<file path="src/rtl/slime_contact_pkg.sv">
// Shared game constants for slime contact handling: hitbox sizes, timing and FSM encoding.
package slime_contact_pkg;

    localparam int unsigned DefJackW       = 32;
    localparam int unsigned DefJackH       = 48;
    localparam int unsigned DefSlimeW      = 32;
    localparam int unsigned DefSlimeH      = 24;
    localparam int unsigned DefStompMargin = 8;
    localparam int unsigned DefDyingTicks  = 16;

    localparam logic [31:0] FrameTick = 32'd6000000;

    typedef enum logic [1:0] {
        StIdle  = 2'd0,
        StAlive = 2'd1,
        StDying = 2'd2,
        StDead  = 2'd3
    } slime_state_e;

endpackage

</file>
<file path="src/rtl/slime_contact_if.sv">
// Bundle of game-state inputs and per-slime contact outputs for slime_contact.
interface slime_contact_if;

    logic [31:0] ipcnt;
    logic [10:0] jack_x;
    logic [9:0]  jack_y;
    logic        jack_falling;
    logic [10:0] slime0_x;
    logic [10:0] slime1_x;
    logic [9:0]  slime0_y;
    logic [9:0]  slime1_y;
    logic [1:0]  slime_en;
    logic [1:0]  slim_damage;
    logic [1:0]  slime_alive;
    logic [1:0]  stomp_pulse;

    modport master (
        output ipcnt, jack_x, jack_y, jack_falling,
        output slime0_x, slime1_x, slime0_y, slime1_y, slime_en,
        input  slim_damage, slime_alive, stomp_pulse
    );

    modport slave (
        input  ipcnt, jack_x, jack_y, jack_falling,
        input  slime0_x, slime1_x, slime0_y, slime1_y, slime_en,
        output slim_damage, slime_alive, stomp_pulse
    );

endinterface

</file>
<file path="src/rtl/slime_fsm.sv">
// Per-slime lifecycle FSM with DYING tick counter and registered contact outputs.
module slime_fsm
    import slime_contact_pkg::*;
#(
    parameter int unsigned DYING_TICKS = DefDyingTicks
) (
    input  logic clk,
    input  logic reset,
    input  logic tick,
    input  logic en,
    input  logic overlap,
    input  logic stomp,
    output logic damage,
    output logic alive,
    output logic pulse
);

    localparam int unsigned CntW =
        ($clog2(DYING_TICKS + 1) > 5) ? $clog2(DYING_TICKS + 1) : 5;
    localparam logic [CntW-1:0] LastCnt = CntW'(DYING_TICKS - 1);
    localparam logic [CntW-1:0] CntMax  = '1;

    slime_state_e    state_q, state_d;
    logic [CntW-1:0] cnt_q, cnt_d;
    logic            damage_q, damage_d;
    logic            alive_q, alive_d;
    logic            pulse_q, pulse_d;

    always_ff @(posedge clk) begin
        if (!reset) begin
            state_q  <= StIdle;
            cnt_q    <= '0;
            damage_q <= 1'b0;
            alive_q  <= 1'b0;
            pulse_q  <= 1'b0;
        end else begin
            state_q  <= state_d;
            cnt_q    <= cnt_d;
            damage_q <= damage_d;
            alive_q  <= alive_d;
            pulse_q  <= pulse_d;
        end
    end

    always_comb begin
        state_d  = state_q;
        cnt_d    = cnt_q;
        damage_d = damage_q;
        pulse_d  = 1'b0;
        if (tick) begin
            unique case (state_q)
                StIdle: begin
                    cnt_d = '0;
                    if (en) state_d = StAlive;
                end
                StAlive: begin
                    if (stomp) begin
                        state_d = StDying;
                        cnt_d   = '0;
                        pulse_d = 1'b1;
                    end else if (!en) begin
                        state_d = StIdle;
                    end
                end
                StDying: begin
                    // Entry tick is count zero; the DYING_TICKS-th tick after it leaves.
                    if (cnt_q != CntMax) cnt_d = cnt_q + 1'b1;
                    if (cnt_q >= LastCnt) state_d = StDead;
                end
                StDead: begin
                    if (!en) state_d = StIdle;
                end
                default: state_d = StIdle;
            endcase
            damage_d = (state_d == StAlive) && overlap && !stomp;
        end
        alive_d = (state_d == StAlive) || (state_d == StDying);
    end

    assign damage = damage_q;
    assign alive  = alive_q;
    assign pulse  = pulse_q;

endmodule

</file>
<file path="src/rtl/slime_contact.sv">
// Jack-vs-slime hitbox comparators and two independent slime lifecycle FSMs.
module slime_contact
    import slime_contact_pkg::*;
#(
    parameter int unsigned JACK_W       = DefJackW,
    parameter int unsigned JACK_H       = DefJackH,
    parameter int unsigned SLIME_W      = DefSlimeW,
    parameter int unsigned SLIME_H      = DefSlimeH,
    parameter int unsigned STOMP_MARGIN = DefStompMargin,
    parameter int unsigned DYING_TICKS  = DefDyingTicks
) (
    input logic            clk,
    input logic            reset,
    slime_contact_if.slave bus
);

    localparam logic [11:0] JackW  = 12'(JACK_W);
    localparam logic [11:0] JackH  = 12'(JACK_H);
    localparam logic [11:0] SlimeW = 12'(SLIME_W);
    localparam logic [11:0] SlimeH = 12'(SLIME_H);
    localparam logic [11:0] Margin = 12'(STOMP_MARGIN);

    logic        tick;
    logic [11:0] jx, jy, jx_end, jy_end;
    logic [11:0] sx [2];
    logic [11:0] sy [2];
    logic [1:0]  damage, alive, pulse;

    assign tick = (bus.ipcnt == FrameTick);

    // 12-bit arithmetic keeps every edge sum below 4096, so nothing wraps.
    assign jx     = {1'b0, bus.jack_x};
    assign jy     = {2'b0, bus.jack_y};
    assign jx_end = jx + JackW;
    assign jy_end = jy + JackH;
    assign sx[0]  = {1'b0, bus.slime0_x};
    assign sx[1]  = {1'b0, bus.slime1_x};
    assign sy[0]  = {2'b0, bus.slime0_y};
    assign sy[1]  = {2'b0, bus.slime1_y};

    for (genvar i = 0; i < 2; i++) begin : g_slime
        logic overlap, stomp;

        assign overlap = (jx < sx[i] + SlimeW) && (sx[i] < jx_end) &&
                         (jy < sy[i] + SlimeH) && (sy[i] < jy_end);
        assign stomp   = overlap && bus.jack_falling && (jy_end <= sy[i] + Margin);

        slime_fsm #(
            .DYING_TICKS(DYING_TICKS)
        ) u_fsm (
            .clk    (clk),
            .reset  (reset),
            .tick   (tick),
            .en     (bus.slime_en[i]),
            .overlap(overlap),
            .stomp  (stomp),
            .damage (damage[i]),
            .alive  (alive[i]),
            .pulse  (pulse[i])
        );
    end

    assign bus.slim_damage = damage;
    assign bus.slime_alive = alive;
    assign bus.stomp_pulse = pulse;

endmodule

</file>
<file path="src/flat_wrapper.sv">
// flat-port wrapper written by rule: the top's interface ports become plain ports
module slime_contact_flat import slime_contact_pkg::*;
#(
    parameter int unsigned JACK_W       = DefJackW,
    parameter int unsigned JACK_H       = DefJackH,
    parameter int unsigned SLIME_W      = DefSlimeW,
    parameter int unsigned SLIME_H      = DefSlimeH,
    parameter int unsigned STOMP_MARGIN = DefStompMargin,
    parameter int unsigned DYING_TICKS  = DefDyingTicks
)
  (clk, reset, bus_ipcnt, bus_jack_x, bus_jack_y, bus_jack_falling, bus_slime0_x, bus_slime1_x, bus_slime0_y, bus_slime1_y, bus_slime_en, bus_slim_damage, bus_slime_alive, bus_stomp_pulse);
  slime_contact_if bus_i ();
  input logic clk;
  input logic reset;
  input wire logic [$bits(bus_i.ipcnt)-1:0] bus_ipcnt;
  input wire logic [$bits(bus_i.jack_x)-1:0] bus_jack_x;
  input wire logic [$bits(bus_i.jack_y)-1:0] bus_jack_y;
  input wire logic [$bits(bus_i.jack_falling)-1:0] bus_jack_falling;
  input wire logic [$bits(bus_i.slime0_x)-1:0] bus_slime0_x;
  input wire logic [$bits(bus_i.slime1_x)-1:0] bus_slime1_x;
  input wire logic [$bits(bus_i.slime0_y)-1:0] bus_slime0_y;
  input wire logic [$bits(bus_i.slime1_y)-1:0] bus_slime1_y;
  input wire logic [$bits(bus_i.slime_en)-1:0] bus_slime_en;
  output wire logic [$bits(bus_i.slim_damage)-1:0] bus_slim_damage;
  output wire logic [$bits(bus_i.slime_alive)-1:0] bus_slime_alive;
  output wire logic [$bits(bus_i.stomp_pulse)-1:0] bus_stomp_pulse;
  assign bus_i.ipcnt = bus_ipcnt;
  assign bus_i.jack_x = bus_jack_x;
  assign bus_i.jack_y = bus_jack_y;
  assign bus_i.jack_falling = bus_jack_falling;
  assign bus_i.slime0_x = bus_slime0_x;
  assign bus_i.slime1_x = bus_slime1_x;
  assign bus_i.slime0_y = bus_slime0_y;
  assign bus_i.slime1_y = bus_slime1_y;
  assign bus_i.slime_en = bus_slime_en;
  assign bus_slim_damage = bus_i.slim_damage;
  assign bus_slime_alive = bus_i.slime_alive;
  assign bus_stomp_pulse = bus_i.stomp_pulse;
  slime_contact #(.JACK_W(JACK_W), .JACK_H(JACK_H), .SLIME_W(SLIME_W), .SLIME_H(SLIME_H), .STOMP_MARGIN(STOMP_MARGIN), .DYING_TICKS(DYING_TICKS)) u_core (.clk(clk), .reset(reset), .bus(bus_i));
endmodule
</file>
<file path="config.mk">
export PLATFORM = sky130hd
export DESIGN_NAME = slime_contact_flat
export DESIGN_NICKNAME = d
export VERILOG_FILES = /design/src/rtl/slime_contact_pkg.sv /design/src/rtl/slime_contact_if.sv /design/src/rtl/slime_fsm.sv /design/src/rtl/slime_contact.sv /design/src/flat_wrapper.sv
export SDC_FILE = /design/constraint.sdc
export NUM_CORES = 1
export LEC_CHECK = 0
export CORE_ASPECT_RATIO = 0.8
export CORE_UTILIZATION = 51
export DETAILED_ROUTE_END_ITERATION = 10
export PLACE_DENSITY = 0.91
export SYNTH_ARGS = -nofsm -noshare
export SYNTH_HDL_FRONTEND = slang
export SYNTH_HIERARCHICAL = 1
export SYNTH_SLANG_ARGS = --single-unit
</file>
<file path="constraint.sdc">
create_clock -name clk -period 4.7 [get_ports clk]
set_input_delay 0.94 -clock clk [delete_from_list [all_inputs] [get_ports clk]]
set_output_delay 0.94 -clock clk [all_outputs]
set_load 0.01 [all_outputs]
</file>
# Word level (Yosys, flattened, before mapping)
# Index checks and enable logic that the tools add are counted.
[word_totals]
register_bits = 20
in_bits = 100
output_inout_bits = 6
elab_cells = 99
[classes]
add_sub_neg = 10
magnitude_cmp = 12
eq_ne = 19
muxes = 22
reduce_logical = 26
[ops]
columns = ["op", "n"]
rows = [
  ["< comparator 10 x 12 -> 1 bit", 4],
  ["< comparator 11 x 12 -> 1 bit", 4],
  ["adder 11 x 6 -> 12 bit (second input constant)", 3],
  ["equality test 32 x 23 -> 1 bit (second input constant)", 1],
  ["case mux 5 bit (3 select lines)", 2],
  ["<= comparator 12 bit", 2],
  ["2-to-1 mux 2 bit", 12],
  ["adder 10 x 4 -> 11 bit (second input constant)", 2],
  ["adder 10 x 5 -> 11 bit (second input constant)", 2],
  ["2-to-1 mux 5 bit", 4],
  ["case mux 2 bit (4 select lines)", 2],
  ["logical AND 1 bit", 14],
  ["equality test 2 x 1 -> 1 bit (second input constant)", 6],
  ["equality test 2 bit (second input constant)", 6],
  ["adder 10 x 6 -> 11 bit (second input constant)", 1],
  ["adder 5 x 1 -> 5 bit (second input constant)", 2],
  [">= comparator 5 x 4 -> 1 bit (second input constant)", 2],
  ["inequality test 5 bit (second input constant)", 2],
  ["inequality test 2 bit (second input constant)", 4],
  ["AND reduction 4 bit", 2],
  ["AND reduction 3 bit", 2],
  ["nonzero test 3 bit", 2],
  ["zero test 2 bit", 2],
  ["zero test 1 bit", 2],
  ["other kinds (2)", 4],
]

# Longest topological paths before layout
[depth]
depth_word = 13
depth_mapped = 16
ltp_nobuf = 16

# Modules after synthesis
# Netlist, hierarchy kept.
[modules_own_cells]
columns = ["module", "instances", "cells_per_inst", "area_per_inst_um2", "seq_area_each_um2"]
rows = [
  ["slime_contact", 1, 389, 2980.4, 0.0],
  ["slime_fsm", 2, 59, 569.3, 200.2],
]

# Worst setup path before layout
# OpenSTA, ideal clock, no wires.
[synth_timing]
path_type = "input -> register"
from = "input bus_jack_y[4]"
to = "register u_core.g_slime[1].u_fsm.cnt_q[1]"
setup_ns = 0.070
arrival_time_ns = 3.553
required_time_ns = 4.630
path_slack_ns = 1.077
cell_stages = 15
path_buffers = 0
path_cell_list = "inv_1 > ha_1 > inv_1 > nand3_1 > xnor2_1 > ha_1 > a21oi_1 > o21ai_1 > a2111oi_0 > a21oi_1 > nor4_2 > nor2b_2 > o21ai_2 > or3_1 > a21boi_1"
[synth_between]
elab_chain_cells = 7
elab_cells_between_ends = 10
classes_between = "add/sub (1); order compare (3); eq/ne (1); reduce/logical (5)"
[synth_lines]
columns = ["element", "line", "source"]
rows = [
  ["from (decl)", "flat_wrapper.sv:17", "input wire logic [$bits(bus_i.jack_y)-1:0] bus_jack_y;"],
  ["adder 10 x 6 -> 11 bit or < comparator 10 x 12 -> 1 bit (tied branches)", "slime_contact.sv:35, slime_contact.sv:45", ""],
  ["< comparator 10 x 12 -> 1 bit or logical AND 1 bit (tied branches)", "slime_contact.sv:45, slime_contact.sv:44", ""],
  ["logical AND 1 bit", "slime_contact.sv:45", "(jy < sy[i] + SlimeH) && (sy[i] < jy_end);"],
  ["logical AND 1 bit", "slime_contact.sv:46", "assign stomp = overlap && bus.jack_falling && (jy_end <= sy[i] + Margin);"],
  ["logical AND 1 bit *", "slime_contact.sv:46", ""],
  ["net u_core.g_slime[1].stomp", "slime_contact.sv:42", "logic overlap, stomp;"],
  ["inequality test 2 bit (no line) *", "--", ""],
  ["AND reduction 4 bit (no line) *", "--", ""],
  ["to (signal assigned)", "slime_fsm.sv:38", "cnt_q <= cnt_d;"],
  ["to (decl)", "slime_fsm.sv:24", "logic [CntW-1:0] cnt_q, cnt_d;"],
]
# The timed path passes the listed nets; every way through them passes the cells marked *.
# A chain may end at the register's enable or synchronous reset.

# Final worst setup path
[layout_timing]
from = "input bus_slime1_y[5]"
to = "register u_core.g_slime[1].u_fsm.cnt_q[1]"
[layout_between]
elab_chain_cells = 8
elab_cells_between_ends = 11
classes_between = "add/sub (2); order compare (3); eq/ne (1); reduce/logical (5)"
[layout_lines]
columns = ["element", "line", "source"]
rows = [
  ["from (decl)", "flat_wrapper.sv:22", "input wire logic [$bits(bus_i.slime1_y)-1:0] bus_slime1_y;"],
  ["adder 10 x 5 -> 11 bit", "slime_contact.sv:45", ""],
  ["< comparator 10 x 12 -> 1 bit", "slime_contact.sv:45", ""],
  ["logical AND 1 bit", "slime_contact.sv:44", "assign overlap = (jx < sx[i] + SlimeW) && (sx[i] < jx_end) &&"],
  ["logical AND 1 bit", "slime_contact.sv:45", ""],
  ["logical AND 1 bit", "slime_contact.sv:46", ""],
  ["logical AND 1 bit *", "slime_contact.sv:46", ""],
  ["net u_core.g_slime[1].stomp", "slime_contact.sv:42", ""],
  ["inequality test 2 bit (no line) *", "--", ""],
  ["AND reduction 4 bit (no line) *", "--", ""],
]
# Marks and branches as above.

==> impl_results.md <==
- Core Box Area: 7602 um^2
- Setup crit end kind: flip-flop
- Clock sink total: 20
- Worst-skew pair later-pin latency: 0.26 ns
- Post-synth EDFFs: 0
- # resized after CTS: 0
- Arrival time at the worst endpoint: about 4.6 ns
- M3 GR Usage: 3.956%
- CP max FO: 9
- Global Route Usage Sum: about 29%
- Total power: 0.7314 mW
- RR Startpoint: u_core/g_slime[1].u_fsm/cnt_q[0]
- Most area-consuming cells after synthesis: ha_1, dfxtp_1, inv_1, xor2_1, nand3_1
- Final instance area: 5355 um^2
- Boundary pin count: 106
- Distinct cells, synth: 61
- Final nets: just over 800
- Commonest non-fill, non-tap cell in the layout: ha_1
- Cell Area, Placed: 5300 um^2
- Setup crit end: u_core/g_slime[1].u_fsm/cnt_q[1]
- DR WL/cell: about 17 um
- Met2 usage: a little over half
- Synthesized area: a little over 4000 um^2
- Max-Cap Viols: 0
- Row count: 28
- Crit path required time: 4.90 ns
- First-pass iteration count of the detailed router: 6
- Residual DRC: 0
- Die Height: 82.38 um
- Worst-path clk slew: 0.08 ns
- R2R depth: 7
- CTS Root Cell: clkbuf_8
- Cts bufs inserted: 3
- Cts hold-fix bufs: 0
- Met1 global-route usage: 33.82%
- Critical path startpoint category: input pin
- GRT overflow: 0
- Final Hold Viols: 0
- Crit. Startpoint: bus_slime1_y[5]
- Critical-path top delay cell: clkdlybuf4s50_1
- Final setup viols: 0
- RSZ-0062 raised after global routing: false
- Max-slew violations: 0
- Max IR drop VDD: 0.1054 mV
- Mapped Cells: 507
- Max_slew headroom: 55.68%
- Antenna Violating Nets Remaining: 0
- WP buf/inv: 1
- Register area share after synthesis: under 10%
- Dpl hpwl: 9.954 mm
- CTS tree: built
- Initial antenna violation count: 0
- Htree depth: 1
- Status: completed
- Die area: 8442 um^2
- DRT iter0 DRCs: 225
- Setup Total Neg Slack: 0 ns
- Non-Filler Instances: 720
- Tightest Pin Transition: ~0.66 ns
- Max Freq: 0.2271 GHz
- Starting Density: 54.18%
- N_diodes: 0
- Setup CP Type: in -> reg
- Largest net degree at the start of global routing: 23
- Count of state elements after synthesis: 20
- Crit path time final: about 4.4 ns
- Vias in the first global route: 4395
- Async SR Flop Fraction: 0%
- Crit-path cells: clkdlybuf4s50_1 > and3_1 > o21ai_0 > xor2_1 > ha_1 > a211oi_2 > nand2_1 > nor4b_1 > o21ai_1 > nor4_2 > nor2b_2 > o21ai_2 > or3_1 > a21boi_1
- CP peak stage delay: 0.71 ns
- Min-delay worst type: reg -> reg
- Chip width: 102.5 um
- Most frequent cells in the layout: ha_1, clkdlybuf4s50_1, inv_1
- Inst Count DP: 716
- WL final: 12.08 mm
- Worst reg2reg endpoint: u_core/g_slime[1].u_fsm/cnt_q[1]
- R2R Setup Slk: about 2.8 ns
- Post-CTS setup buffers: 0
- Longest Clk Path Bufs: 2
- Port bufs: about 110
- CP top delay family: simple AND/OR/NAND/NOR gates
- Clock skew: 0.002273 ns
- Dominant cell type by area after synthesis: ha_1
- Post-synth top area share: 32.20%
- Predominant post-synthesis flop cell: dfxtp_1
- GP Congestion: approximately 1
- Most Used Layer, Global Route: met2
- Share of layout cells above drive strength 1: approximately 6.2%
- Period utilisation layout: 93.67%
- Via count: 4417
- Mapped Avg Cell Area: approximately 8.1 um^2
- Global-route wire length before repair: 19.34 mm
- Vias per inst: 6.135
- Pleak: 2.306 nW
- Power Density: approximately 140 nW/um^2
- Area Growth Syn to Fin: 30.01%
- Yosys warns: 6
- Crit path depth: 14
- Syn_nets: a little over 700
## worst reg2reg max path: stages (launching register included)
cell,delay [ns]
dfxtp_1,0.34
ha_1,0.24
and3_1,0.22
ha_1,0.23
a21oi_2,0.17
o21ai_2,0.12
or3_1,0.37
a21boi_1,0.13
## final cells by class
class	instances	area, um^2
Clock buffer	4	55.05
Fill cell	585	2247
Inverter	49	183.9
Multi-Input combinational cell	433	3503
Sequential cell	20	400.4
Tap cell	105	131.4
Timing Repair Buffer	109	1081
## registers in the layout, summed over array words and instances, names as in the netlist
signal,cells
u_core/g_slime.u_fsm/pulse,2
u_core/g_slime.u_fsm/alive,2
u_core/g_slime.u_fsm/cnt_q,10
u_core/g_slime.u_fsm/state_q,4
u_core/g_slime.u_fsm/damage,2
## per-layer routing
layer  part of all wire [%]  routed length (um)
met2                     48                5859
met4                    2.6                 320
met3                    6.8                 819
met5                      0                   0
met1                     42                5085
## where the power goes
part	switching, mW	total, mW	internal [mW]	leakage [nW]
registers	0.0000000000252	0.169	0.169	0.161
logic	0.219	0.430	0.210	2.12
clock network	0.0580	0.133	0.0746	0.0288
## cells in the mapped netlist (8+ instances only)
master / number
a21o_1: 8
a21oi_1: 30
and3_1: 13
dfxtp_1: 20
ha_1: 106
inv_1: 49
nand2_1: 23
nand2b_1: 12
nand3_1: 34
nand4_1: 15
nor2_1: 20
nor2b_1: 10
o21ai_0: 20
xnor2_1: 15
xor2_1: 21
## how the worst min path moves through the flow
stage	from	endpoint	slack, ns	depth (start not counted)
6_report	u_core/g_slime[1].u_fsm/cnt_q[1]	u_core/g_slime[1].u_fsm/cnt_q[1]	0.48	2
5_1_grt	u_core/g_slime[1].u_fsm/cnt_q[1]	u_core/g_slime[1].u_fsm/cnt_q[1]	0.49	2
4_1_cts	u_core/g_slime[1].u_fsm/cnt_q[1]	u_core/g_slime[1].u_fsm/cnt_q[1]	0.47	2
3_5_place_dp	u_core/g_slime[1].u_fsm/cnt_q[1]	u_core/g_slime[1].u_fsm/cnt_q[1]	0.46	2
3_3_place_gp	u_core/g_slime[0].u_fsm/damage	u_core/g_slime[0].u_fsm/damage	0.46	2
2_1_floorplan	u_core/g_slime[0].u_fsm/cnt_q[1]	u_core/g_slime[0].u_fsm/cnt_q[1]	0.45	2
## kinds of logic (layout without fill, tap and decap cells)
kind of cell / Yosys count / in the layout / synth area share, %
AO/OA/AOI/OAI: 119 / 119 / 19.96
XOR/XNOR: 36 / 36 / 7.655
adder cells (fa/ha/maj): 106 / 106 / 32.20
buffers and inverters: 54 / 162 / 5.377
flip-flops: 20 / 20 / 9.720
multiplexers: 2 / 2 / 0.4860
AND/OR/NAND/NOR: 170 / 170 / 24.61
## through the flow
stage	worst slack, ns	util, %	hold WS (ns)
finish	0.2974	70.44	0.4753
global route	0.08567	70.44	0.4892
CTS	0.3710	70.44	0.4746
detailed placement	0.1082	69.72	0.4642
global placement	0.1978	69.72	0.4582
floorplan	1.077	-	0.4486
No activity file was read; power rests on OpenSTA's default activity.
==> RTL edit (config.mk and constraints unchanged) <==
`DefDyingTicks`: 16 -> 8.
--- a/src/rtl/slime_contact_pkg.sv
+++ b/src/rtl/slime_contact_pkg.sv
@@ -7,5 +7,5 @@
     localparam int unsigned DefSlimeH      = 24;
     localparam int unsigned DefStompMargin = 8;
-    localparam int unsigned DefDyingTicks  = 16;
+    localparam int unsigned DefDyingTicks  = 8;
 
     localparam logic [31:0] FrameTick = 32'd6000000;
Formal check against the unedited RTL: no difference found for any inputs over 10 cycles, from zero or initial values and one cycle with reset low; that may be too few to reach the edited logic, so the function may still have changed.
==> RTL edit against the unedited design <==
Worst setup slack worse by 0.16 ns; sequential cell count stayed put; total power is 5.2% lower; non-clock buffer count is 10 higher; synthesized area is 4.4% lower; first-iteration DRC count is 17% higher; sequential power hardly changed; wire length is 6.3% lower; final area is 1.8% lower; critical endpoint is now u_core/g_slime[0].u_fsm/alive.
==> RTL edit: results (changes against the unedited design) <==
The met1 global-route usage came out at 0.358 (+0.0194). The data arrival at the endpoint of the critical path is 4.72 ns (+0.12 ns), and the number of global-route vias before repair is 4167 (-5.2%). The post-DP HPWL was 9540 um (-4.1%). The number of vias per cell after detailed routing was 5.87 (-4.3%). The maximum fanout along the worst path was 3 (-6). The overall routed net length is 11300 um (-6.3%).

The largest stage delay on the critical path is 0.57 ns (-0.14 ns), and the first-pass iteration count of the detailed router is 8 (+2). The share of cells above drive strength 1 was 0.0433 (-0.0184). The amount of wire on met3 after detailed routing was 786 um (-4.0%). Met3 usage in global routing: 0.0287 (-0.0108).

The logs give 2.38 nW (+3.1%) for the leakage power and 4950 um (-2.7%) for the wire length on met1. The first-pass GRT wire length was 18300 um (-5.5%). The logs give 2.94 ns (+0.13 ns) for the reg2reg setup slack and 829 (+0.85%) for the final-stage net count. The post-route clock skew is 0.000537 ns (-0.00174 ns), and the total track usage is 0.278 (-0.00876). Routability-driven placement congestion ratio: 0.977 (-1.9%). The flow ran to the end, and the final reports show no timing, DRC or antenna violations. The run gives 263 (+17%) as the violation count after the first detailed-routing iteration. The worst slew margin relative to its limit was 0.584 (+0.0272).

The met2 layer wire length in the routed design is 5370 um (-8.4%), and the share of synthesized area occupied by flip-flops and latches is 0.102 (+0.00448). For the largest net degree at the start of global routing, the log shows 25 (+8.7%).
RTL edit: logic make-up after synthesis:
group | synth area share
DFF | 0.102
adders and majority gates | 0.330
AOI/OAI and AO/OA | 0.172
xor gates and xnor gates | 0.0801
and+or+nand+nor | 0.257
muxes | 0.0102
buffers and inverters | 0.0489
RTL edit: worst min path at each step:
stage                     cells past startpoint  slack [ns]                        startpoint                               end
after global routing                          1        0.51  u_core/g_slime[1].u_fsm/cnt_q[3]  u_core/g_slime[1].u_fsm/cnt_q[3]
after global placement                        1        0.47  u_core/g_slime[1].u_fsm/cnt_q[3]  u_core/g_slime[1].u_fsm/cnt_q[3]
after floorplan                               1        0.44  u_core/g_slime[0].u_fsm/cnt_q[3]  u_core/g_slime[0].u_fsm/cnt_q[3]
after detailed placement                      1        0.47  u_core/g_slime[1].u_fsm/cnt_q[3]  u_core/g_slime[1].u_fsm/cnt_q[3]
final                                         2        0.49    u_core/g_slime[0].u_fsm/damage    u_core/g_slime[0].u_fsm/damage
after CTS                                     1        0.49  u_core/g_slime[1].u_fsm/cnt_q[3]  u_core/g_slime[1].u_fsm/cnt_q[3]
RTL edit: layout make-up:
cell class                 instances  area [um2]
sequential                        20         400
timing repair buffer             119        1160
multi-input combinational        435        3360
tap                              105         131
fill                             605        2170
inverter                          46         173
clock buffer                       3        41.3
RTL edit: per-stage QoR:
step                      setup WS, ns  cells  hold WS, ns
final                            0.139    728        0.487
after global routing            0.0203    728        0.511
after CTS                        0.270    728        0.491
after detailed placement        0.0593    725        0.474
after global placement           0.230    725        0.470
after floorplan                  0.900    505        0.445
RTL edit: where the power goes:
group          internal [mW]   switching (mW)
Clock                 0.0570           0.0535
Sequential             0.169  0.0000000000197
Combinational          0.209            0.204
